File: src/rtl/nanorv32_periph_bridge_if.sv
// CPU request/response channel plus shared peripheral bus for the nanorv32 peripheral bridge.
// Latency: none (signal bundle only).
// Backpressure: cpu_req_ready throttles requests; responses and slave enables are never stalled.
interface nanorv32_periph_bridge_if #(
    parameter int NSLV = 4
);
    logic                cpu_req_valid;
    logic                cpu_req_ready;
    logic [15:0]         cpu_req_addr;
    logic [3:0]          cpu_req_bytesel;
    logic [31:0]         cpu_req_wdata;
    logic                cpu_rsp_valid;
    logic [31:0]         cpu_rsp_rdata;
    logic                cpu_rsp_err;
    logic [11:0]         bus_periph_addr;
    logic [3:0]          bus_periph_bytesel;
    logic [31:0]         bus_periph_din;
    logic [NSLV-1:0]     bus_periph_en;
    logic [32*NSLV-1:0]  periph_bus_dout;
    logic [NSLV-1:0]     periph_bus_ready_nxt;

    // Bridge side.
    modport slave (
        input  cpu_req_valid, cpu_req_addr, cpu_req_bytesel, cpu_req_wdata,
        output cpu_req_ready, cpu_rsp_valid, cpu_rsp_rdata, cpu_rsp_err,
        output bus_periph_addr, bus_periph_bytesel, bus_periph_din, bus_periph_en,
        input  periph_bus_dout, periph_bus_ready_nxt
    );

    // CPU plus peripheral side.
    modport master (
        output cpu_req_valid, cpu_req_addr, cpu_req_bytesel, cpu_req_wdata,
        input  cpu_req_ready, cpu_rsp_valid, cpu_rsp_rdata, cpu_rsp_err,
        input  bus_periph_addr, bus_periph_bytesel, bus_periph_din, bus_periph_en,
        output periph_bus_dout, periph_bus_ready_nxt
    );
endinterface

File: src/rtl/nanorv32_periph_bridge.sv
// Single-outstanding CPU to peripheral bridge with fixed addr[13:12] slave decode and wait timeout.
// Latency: zero-wait slave responds 3 cycles after accept, decode error 1 cycle, timeout TIMEOUT+1.
// Backpressure: cpu_req_ready only in IDLE; the response is a one-cycle pulse with no stall.
module nanorv32_periph_bridge #(
    parameter int TIMEOUT = 16,
    parameter int NSLV    = 4
) (
    input  logic                    clk,
    input  logic                    rst_n,
    nanorv32_periph_bridge_if.slave bus
);

    typedef enum logic [1:0] {
        IDLE   = 2'd0,
        ACCESS = 2'd1,
        DATA   = 2'd2,
        RESP   = 2'd3
    } state_t;

    localparam logic [7:0] WAIT_LAST = 8'(TIMEOUT - 1);

    state_t          state_q, state_d;
    logic [1:0]      sel_q, sel_d;
    logic [11:0]     offs_q, offs_d;
    logic [3:0]      bsel_q, bsel_d;
    logic [31:0]     wdata_q, wdata_d;
    logic [31:0]     rdata_q, rdata_d;
    logic            err_q, err_d;
    logic [7:0]      cnt_q, cnt_d;

    logic            sel_ready;
    logic [31:0]     sel_dout;
    logic [NSLV-1:0] en_dec;
    logic            decode_err;

    // Only the selected slave's ready and data are ever looked at.
    always_comb begin
        sel_ready = 1'b0;
        sel_dout  = '0;
        en_dec    = '0;
        for (int i = 0; i < NSLV; i++) begin
            if (sel_q == 2'(i)) begin
                sel_ready = bus.periph_bus_ready_nxt[i];
                sel_dout  = bus.periph_bus_dout[32*i +: 32];
                en_dec[i] = 1'b1;
            end
        end
    end

    assign decode_err = (bus.cpu_req_addr[15:14] != 2'b00) ||
                        (int'(bus.cpu_req_addr[13:12]) >= NSLV);

    always_comb begin
        state_d = state_q;
        sel_d   = sel_q;
        offs_d  = offs_q;
        bsel_d  = bsel_q;
        wdata_d = wdata_q;
        rdata_d = rdata_q;
        err_d   = err_q;
        cnt_d   = cnt_q;
        case (state_q)
            IDLE: begin
                if (bus.cpu_req_valid) begin
                    sel_d   = bus.cpu_req_addr[13:12];
                    offs_d  = bus.cpu_req_addr[11:0];
                    bsel_d  = bus.cpu_req_bytesel;
                    wdata_d = bus.cpu_req_wdata;
                    rdata_d = '0;
                    cnt_d   = '0;
                    err_d   = decode_err;
                    state_d = decode_err ? RESP : ACCESS;
                end
            end
            ACCESS: begin
                // Ready on the last wait cycle still wins over the timeout.
                if (sel_ready) begin
                    state_d = DATA;
                end else if (cnt_q == WAIT_LAST) begin
                    err_d   = 1'b1;
                    rdata_d = '0;
                    state_d = RESP;
                end else begin
                    cnt_d = cnt_q + 8'd1;
                end
            end
            DATA: begin
                rdata_d = (bsel_q == 4'h0) ? sel_dout : 32'h0;
                err_d   = 1'b0;
                state_d = RESP;
            end
            RESP: begin
                state_d = IDLE;
            end
            default: begin
                state_d = IDLE;
            end
        endcase
    end

    always_ff @(posedge clk or negedge rst_n) begin
        if (!rst_n) begin
            state_q <= IDLE;
            sel_q   <= '0;
            offs_q  <= '0;
            bsel_q  <= '0;
            wdata_q <= '0;
            rdata_q <= '0;
            err_q   <= 1'b0;
            cnt_q   <= '0;
        end else begin
            state_q <= state_d;
            sel_q   <= sel_d;
            offs_q  <= offs_d;
            bsel_q  <= bsel_d;
            wdata_q <= wdata_d;
            rdata_q <= rdata_d;
            err_q   <= err_d;
            cnt_q   <= cnt_d;
        end
    end

    // Outputs decode straight from state_q so an async reset drops en at once.
    assign bus.cpu_req_ready      = (state_q == IDLE);
    assign bus.cpu_rsp_valid      = (state_q == RESP);
    assign bus.cpu_rsp_rdata      = rdata_q;
    assign bus.cpu_rsp_err        = err_q;
    assign bus.bus_periph_en      = (state_q == ACCESS) ? en_dec : '0;
    assign bus.bus_periph_addr    = offs_q;
    assign bus.bus_periph_bytesel = bsel_q;
    assign bus.bus_periph_din     = wdata_q;

endmodule

File: src/flat_wrapper.sv
// flat-port wrapper written by rule: the top's interface ports become plain ports
module nanorv32_periph_bridge_flat 
#(
    parameter int TIMEOUT = 16,
    parameter int NSLV    = 4
)
  (clk, rst_n, bus_cpu_req_valid, bus_cpu_req_addr, bus_cpu_req_bytesel, bus_cpu_req_wdata, bus_cpu_req_ready, bus_cpu_rsp_valid, bus_cpu_rsp_rdata, bus_cpu_rsp_err, bus_bus_periph_addr, bus_bus_periph_bytesel, bus_bus_periph_din, bus_bus_periph_en, bus_periph_bus_dout, bus_periph_bus_ready_nxt);
  nanorv32_periph_bridge_if #(.NSLV(NSLV)) bus_i ();
  input  logic clk;
  input  logic rst_n;
  input wire logic [$bits(bus_i.cpu_req_valid)-1:0] bus_cpu_req_valid;
  input wire logic [$bits(bus_i.cpu_req_addr)-1:0] bus_cpu_req_addr;
  input wire logic [$bits(bus_i.cpu_req_bytesel)-1:0] bus_cpu_req_bytesel;
  input wire logic [$bits(bus_i.cpu_req_wdata)-1:0] bus_cpu_req_wdata;
  output wire logic [$bits(bus_i.cpu_req_ready)-1:0] bus_cpu_req_ready;
  output wire logic [$bits(bus_i.cpu_rsp_valid)-1:0] bus_cpu_rsp_valid;
  output wire logic [$bits(bus_i.cpu_rsp_rdata)-1:0] bus_cpu_rsp_rdata;
  output wire logic [$bits(bus_i.cpu_rsp_err)-1:0] bus_cpu_rsp_err;
  output wire logic [$bits(bus_i.bus_periph_addr)-1:0] bus_bus_periph_addr;
  output wire logic [$bits(bus_i.bus_periph_bytesel)-1:0] bus_bus_periph_bytesel;
  output wire logic [$bits(bus_i.bus_periph_din)-1:0] bus_bus_periph_din;
  output wire logic [$bits(bus_i.bus_periph_en)-1:0] bus_bus_periph_en;
  input wire logic [$bits(bus_i.periph_bus_dout)-1:0] bus_periph_bus_dout;
  input wire logic [$bits(bus_i.periph_bus_ready_nxt)-1:0] bus_periph_bus_ready_nxt;
  assign bus_i.cpu_req_valid = bus_cpu_req_valid;
  assign bus_i.cpu_req_addr = bus_cpu_req_addr;
  assign bus_i.cpu_req_bytesel = bus_cpu_req_bytesel;
  assign bus_i.cpu_req_wdata = bus_cpu_req_wdata;
  assign bus_cpu_req_ready = bus_i.cpu_req_ready;
  assign bus_cpu_rsp_valid = bus_i.cpu_rsp_valid;
  assign bus_cpu_rsp_rdata = bus_i.cpu_rsp_rdata;
  assign bus_cpu_rsp_err = bus_i.cpu_rsp_err;
  assign bus_bus_periph_addr = bus_i.bus_periph_addr;
  assign bus_bus_periph_bytesel = bus_i.bus_periph_bytesel;
  assign bus_bus_periph_din = bus_i.bus_periph_din;
  assign bus_bus_periph_en = bus_i.bus_periph_en;
  assign bus_i.periph_bus_dout = bus_periph_bus_dout;
  assign bus_i.periph_bus_ready_nxt = bus_periph_bus_ready_nxt;
  nanorv32_periph_bridge #(.TIMEOUT(TIMEOUT), .NSLV(NSLV)) u_core (.clk(clk), .rst_n(rst_n), .bus(bus_i));
endmodule
File: config.mk
export PLATFORM = sky130hd
export DESIGN_NAME = nanorv32_periph_bridge_flat
export DESIGN_NICKNAME = d
export VERILOG_FILES = /design/src/rtl/nanorv32_periph_bridge_if.sv /design/src/rtl/nanorv32_periph_bridge.sv /design/src/flat_wrapper.sv
export SDC_FILE = /design/constraint.sdc
export NUM_CORES = 1
export LEC_CHECK = 0
export ABC_AREA = 1
export BUFFER_PORTS_ARGS = -buffer_cell sky130_fd_sc_hd__buf_2
export CAP_MARGIN = 20
export CELL_PAD_IN_SITES_DETAIL_PLACEMENT = 0
export CELL_PAD_IN_SITES_GLOBAL_PLACEMENT = 1
export CORE_ASPECT_RATIO = 2
export CORE_MARGIN = 1.5
export CORE_UTILIZATION = 33
export CTS_BUF_LIST = sky130_fd_sc_hd__clkbuf_2 sky130_fd_sc_hd__clkbuf_4 sky130_fd_sc_hd__clkbuf_8
export DETAILED_ROUTE_END_ITERATION = 12
export HOLD_SLACK_MARGIN = 0.02
export PLACE_DENSITY_LB_ADDON = 0.1
export SETUP_SLACK_MARGIN = 0.02
export SLEW_MARGIN = 15
export SYNTH_ARGS = -nofsm -noshare
export SYNTH_HDL_FRONTEND = slang
export SYNTH_SLANG_ARGS = --single-unit
File: constraint.sdc
create_clock -name clk -period 2.2 [get_ports clk]
set_input_delay 0.44 -clock clk [delete_from_list [all_inputs] [get_ports clk]]
set_output_delay 0.44 -clock clk [all_outputs]
set_load 0.03 [all_outputs]
Word level (Yosys, flattened, before mapping):

Index checks and enable logic that the tools add are counted.
W data, S select, Z words.

* output and inout port bits: 87
* input bits: 187
* register bits: 93

* mux-type cells: 31
* add/subtract/negate cells: 1
* equal/unequal tests: 12
* reduce and logical (&&, ||, !) cells: 10

Operator list (count)
* $mux W32: 8
* $pmux W32 S3: 1
* $mux W8: 3
* $pmux W8 S2: 1
* $mux W1: 11
* $add A8 B1 Y8 const B: 1
* $eq A2 B2 Y1 const B: 4
* $eq A8 B4 Y1 const B: 1
* $mux W2: 4
* $pmux W2 S4: 1
* $reduce_and A4 Y1: 2
* $ne A2 B2 Y1 const B: 3
* $eq A2 B1 Y1 const B: 2
* $logic_not A2 Y1: 2
* $logic_not A4 Y1: 1
* $mux W4: 1
* $reduce_and A2 Y1: 2
* $reduce_bool A2 Y1: 2
* $ne A3 B1 Y1 const B: 1
* $pmux W1 S3: 1
* $reduce_bool A3 Y1: 1
* $ne A2 B1 Y1 const B: 1

Longest topological paths before layout:

* depth in word-level cells: 7
* depth in mapped cells: 11
* gate-level depth less buffers: 10

Worst setup path before layout:

OpenSTA, ideal clock, no wires.

* kind: register to output
* start point: reg u_core.state_q[1]
* end point: out bus_bus_periph_en[1]
* stages on the path, launching flop included: 6
* path buffers: 1
* slack: 0.054 ns
* arrival: 1.706 ns
* path through: dfrtp_1 > inv_1 > ha_1 > inv_1 > clkbuf_1 > nor3_1

* word-level cells in the longest chain between the ends: 2

RTL lines
* from (decl): RTL line nanorv32_periph_bridge.sv:22 `state_t state_q, state_d;`
* from (signal assigned): RTL line nanorv32_periph_bridge.sv:112 `state_q <= state_d;`
* $eq A2 B1 Y1: RTL line nanorv32_periph_bridge.sv:128 `assign bus.bus_periph_en = (state_q == ACCESS) ? en_dec : '0;`
* $mux W4: RTL line nanorv32_periph_bridge.sv:128
* to (decl): RTL line flat_wrapper.sv:22 `output wire logic [$bits(bus_i.bus_periph_en)-1:0] bus_bus_periph_en;`

No other way between the ends.

Final worst setup path:

* start point: reg u_core.state_q[1]
* end point: out bus_bus_periph_en[2]

Same word-level chain as after synthesis.

==> impl_metrics.toml <==
[routing]
firstDrtPassIters = 4
drt_iter0_drc = 179
remaining_drc_errors = 0
via_per_inst = 4.73
ant_nets = 0
vias = 5203
postRouteWirelength_um = 17900
wl_per_cell_um = 16.3

[critical_path]
crit_chain = "inv_2 > ha_4 > inv_1 > buf_4 > nor3_1 > buf_4"
cp_data_required_time_ns = 1.76
cp_slowest_cell = "dfrtp_1"
worst_path_most_repeated_cell = "buf_4"
critPathLaunchType = "flip-flop"
crit_fanout = 6
cp.arrival_ns = 1.67
end_kind = "output pin"
slowest_delay_ns = 0.42
path_class = "flip-flop to output pin"

[synth]
ys_seq_area_share_pct = 44.4
netlist_top_cells_area = "dfrtp_1, nand2_1, mux2_2"
synth.distinct_cells = 28
synth_top_area_cell = "dfrtp_1"
syn_inst = 618
ys_ff_latch = 93
avgSynthCellArea_um2 = 8.47
syn-cell-area_um2 = 5240
synth_nets = 811
synth_warnings = 0
synth_top_area_share_pct = 44.4

[clock_network]
clock_latency_ns = 0.38
htreeDepth = 3
cts_root_buffer = "clkbuf_8"
cts_tree = "yes"
clk_pin_slew_worst_paths_ns = 0.10
clock-sinks = 93
cts_made_buffers = 9
clockBufferDepth = 2

[status]
status = "finished clean"

[grt]
grt_overflow = 0
antenna_found_initial = 1
grt_pass1_wl_um = 28000
grt_max_degree = 48
grt_util_all_layers_pct = 21.6
grt_pass1_vias = 5403

[sta]
finalSetupViolations = 0
slew_violations = 0
rsz0062_at_grt = "yes"
fin_crit_ns = 2.11
skew_ns = 0.00951
post-route-period-util_pct = 95.7
hold_slack_ns = 0.278
finalHoldViolations = 0
tightest_slew_ns = 0.635
max-slew-margin-rel_pct = 57.7
fmax_ghz = 0.475

[power_and_ir_drop]
p_int_uw = 4670
p_total_uw = 9460
leakagePower_uw = 0.00382
comb_power_share_pct = 60.4
swShare_pct = 50.6
clock_power_share_pct = 11.5
irDropWorstVdd_mv = 0.785
pwr-share-seq_pct = 28.1
powerDensity_nw_per_um2 = 1320
p_sw_uw = 4790

[die]
dieHeight_um = 181
coreArea_um2 = 15600
dieWidth_um = 92.1
dieArea_um2 = 16700
rows = 65
start_util_pct = 33.5
ios = 274

[cells_and_area]
layout_common_cells = "buf_2, nand2_1, dfrtp_1"
nets = 1087
final_layout_size_suffix_gt1_share_pct = 46.4
syn2layout_area_growth_pct = 36.6
final_common_cell = "buf_2"

[flow_run]
cap_viol_max_count = 0

[placed_design]
io_buffers = 273
gp_congestion = 0.849
dp_hpwl_um = 13500

[min_path]
hold_class = "input pin to flip-flop"
==> power by group through the flow <==
| stage | Clock (uW) | Sequential, uW | Combinational [uW] |
|---|---|---|---|
| detailed placement | 0 | 2670 | 5600 |
| floorplan | 0 | 3690 | 2870 |
| global placement | 0 | 2640 | 5580 |
| global route | 1200 | 2730 | 6230 |
| CTS | 1130 | 2650 | 5640 |
| finish | 1090 | 2650 | 5710 |
==> synth_stat cells <==
library cell  count
nand2_1         199
dfrtp_1          93
mux2_2           48
nor2_1           36
inv_1            31
o211ai_1         31
a21oi_1          26
or2_2            25
nand3_1          23
o21ai_0          23
buf_2            16
clkbuf_1          9
nand4_1           9
a21oi_2           8
buf_6             7
ha_1              6
or2_1             5
nand3_2           4
buf_4             3
nor3_1            3
inv_2             2
nand2_4           2
nor2_2            2
nor2_4            2
o21bai_1          2
nor2_8            1
o21ai_2           1
xnor2_1           1
==> kinds of logic after synthesis <==
| logic type | count (synthesis) | share of synthesized area, % |
|---|---|---|
| simple gates | 311 | 26.2 |
| flops | 93 | 44.4 |
| compound gates | 91 | 10.9 |
| buf+inv | 68 | 6.48 |
| mux | 48 | 10.3 |
| fa+ha+maj | 6 | 1.43 |
| xor+xnor | 1 | 0.167 |
==> worst max-delay path, delay by kind of cell, from the launching register on <==
kind	cells	cell delay (ns)
flops	1	0.42
fa+ha+maj	1	0.16
simple gates	1	0.15
buf+inv	4	0.54
==> worst paths after layout <==
| kind | end | start | slack, ns | cells past startpoint |
|---|---|---|---|---|
| worst max-delay path | bus_bus_periph_en[2] | u_core.state_q[1]$_DFFE_PN0P_ | 0.09 | 6 |
| worst min-delay path | u_core.bus.bus_periph_din[11]$_DFFE_PN0P_ | bus_cpu_req_wdata[11] | 0.28 | 2 |
| worst max register to register | u_core.bus.cpu_rsp_rdata[17]$_DFFE_PN0P_ | u_core.state_q[1]$_DFFE_PN0P_ | 0.27 | 10 |
| worst min register to register | u_core.bus.cpu_rsp_rdata[25]$_DFFE_PN0P_ | u_core.bus.cpu_rsp_rdata[25]$_DFFE_PN0P_ | 0.47 | 2 |
| max in group asynchronous | u_core.bus.bus_periph_din[26]$_DFFE_PN0P_ | rst_n | 1.04 | 3 |
| min in group asynchronous | u_core.bus.cpu_rsp_rdata[3]$_DFFE_PN0P_ | rst_n | 0.43 | 2 |
==> cell type report <==
| type | count | area [um2] |
|---|---|---|
| inverter | 33 | 124 |
| clock inverter | 6 | 50.0 |
| antenna | 1 | 2.50 |
| clock buffer | 9 | 124 |
| fill | 1665 | 8460 |
| timing repair buffer | 299 | 1660 |
| sequential | 93 | 2330 |
| multi-input combinational | 458 | 2610 |
| tap | 201 | 251 |
==> routing by layer <==
metal	track usage (%)	wire, um	up-vias
li1	-	-	2577
met1	25.9	7330	2409
met2	35.8	8760	191
met3	6.90	1360	26
met4	8.18	486	0
met5	0	0	-
==> metrics by stage <==
stage | TNS [ns] | area, um2 | setup slack (ns) | utilization [%] | std cells
2_1_floorplan | 0 | 5240 | 0.0543 | - | 618
3_3_place_gp | 0 | 6880 | 0.247 | 44.1 | 1078
3_5_place_dp | 0 | 6880 | 0.169 | 44.1 | 1078
4_1_cts | -0.00259 | 7090 | -0.00259 | 45.4 | 1094
5_1_grt | 0 | 7150 | 0.00122 | 45.8 | 1100
6_report | 0 | 7150 | 0.0935 | 45.8 | 1100
==> sequential cells by signal, summed over array words and instances, names as in the netlist <==
signal	flops
u_core.bus.cpu_rsp_rdata	32
u_core.sel_q	2
u_core.bus.cpu_rsp_err	1
u_core.bus.bus_periph_din	32
u_core.bus.bus_periph_bytesel	4
u_core.cnt_q	8
u_core.bus.bus_periph_addr	12
u_core.state_q	2
==> timing repair <==
action / in CTS / in global routing
pin swaps: 0 / 1
setup buffers: 0 / 3
hold endpoints to repair: 9 / 0
hold buffers: 1 / 0
setup endpoints to repair: 4 / 37
resized for setup: 5 / 5
cloned: 0 / 2
(Power assumes the default switching activity.)
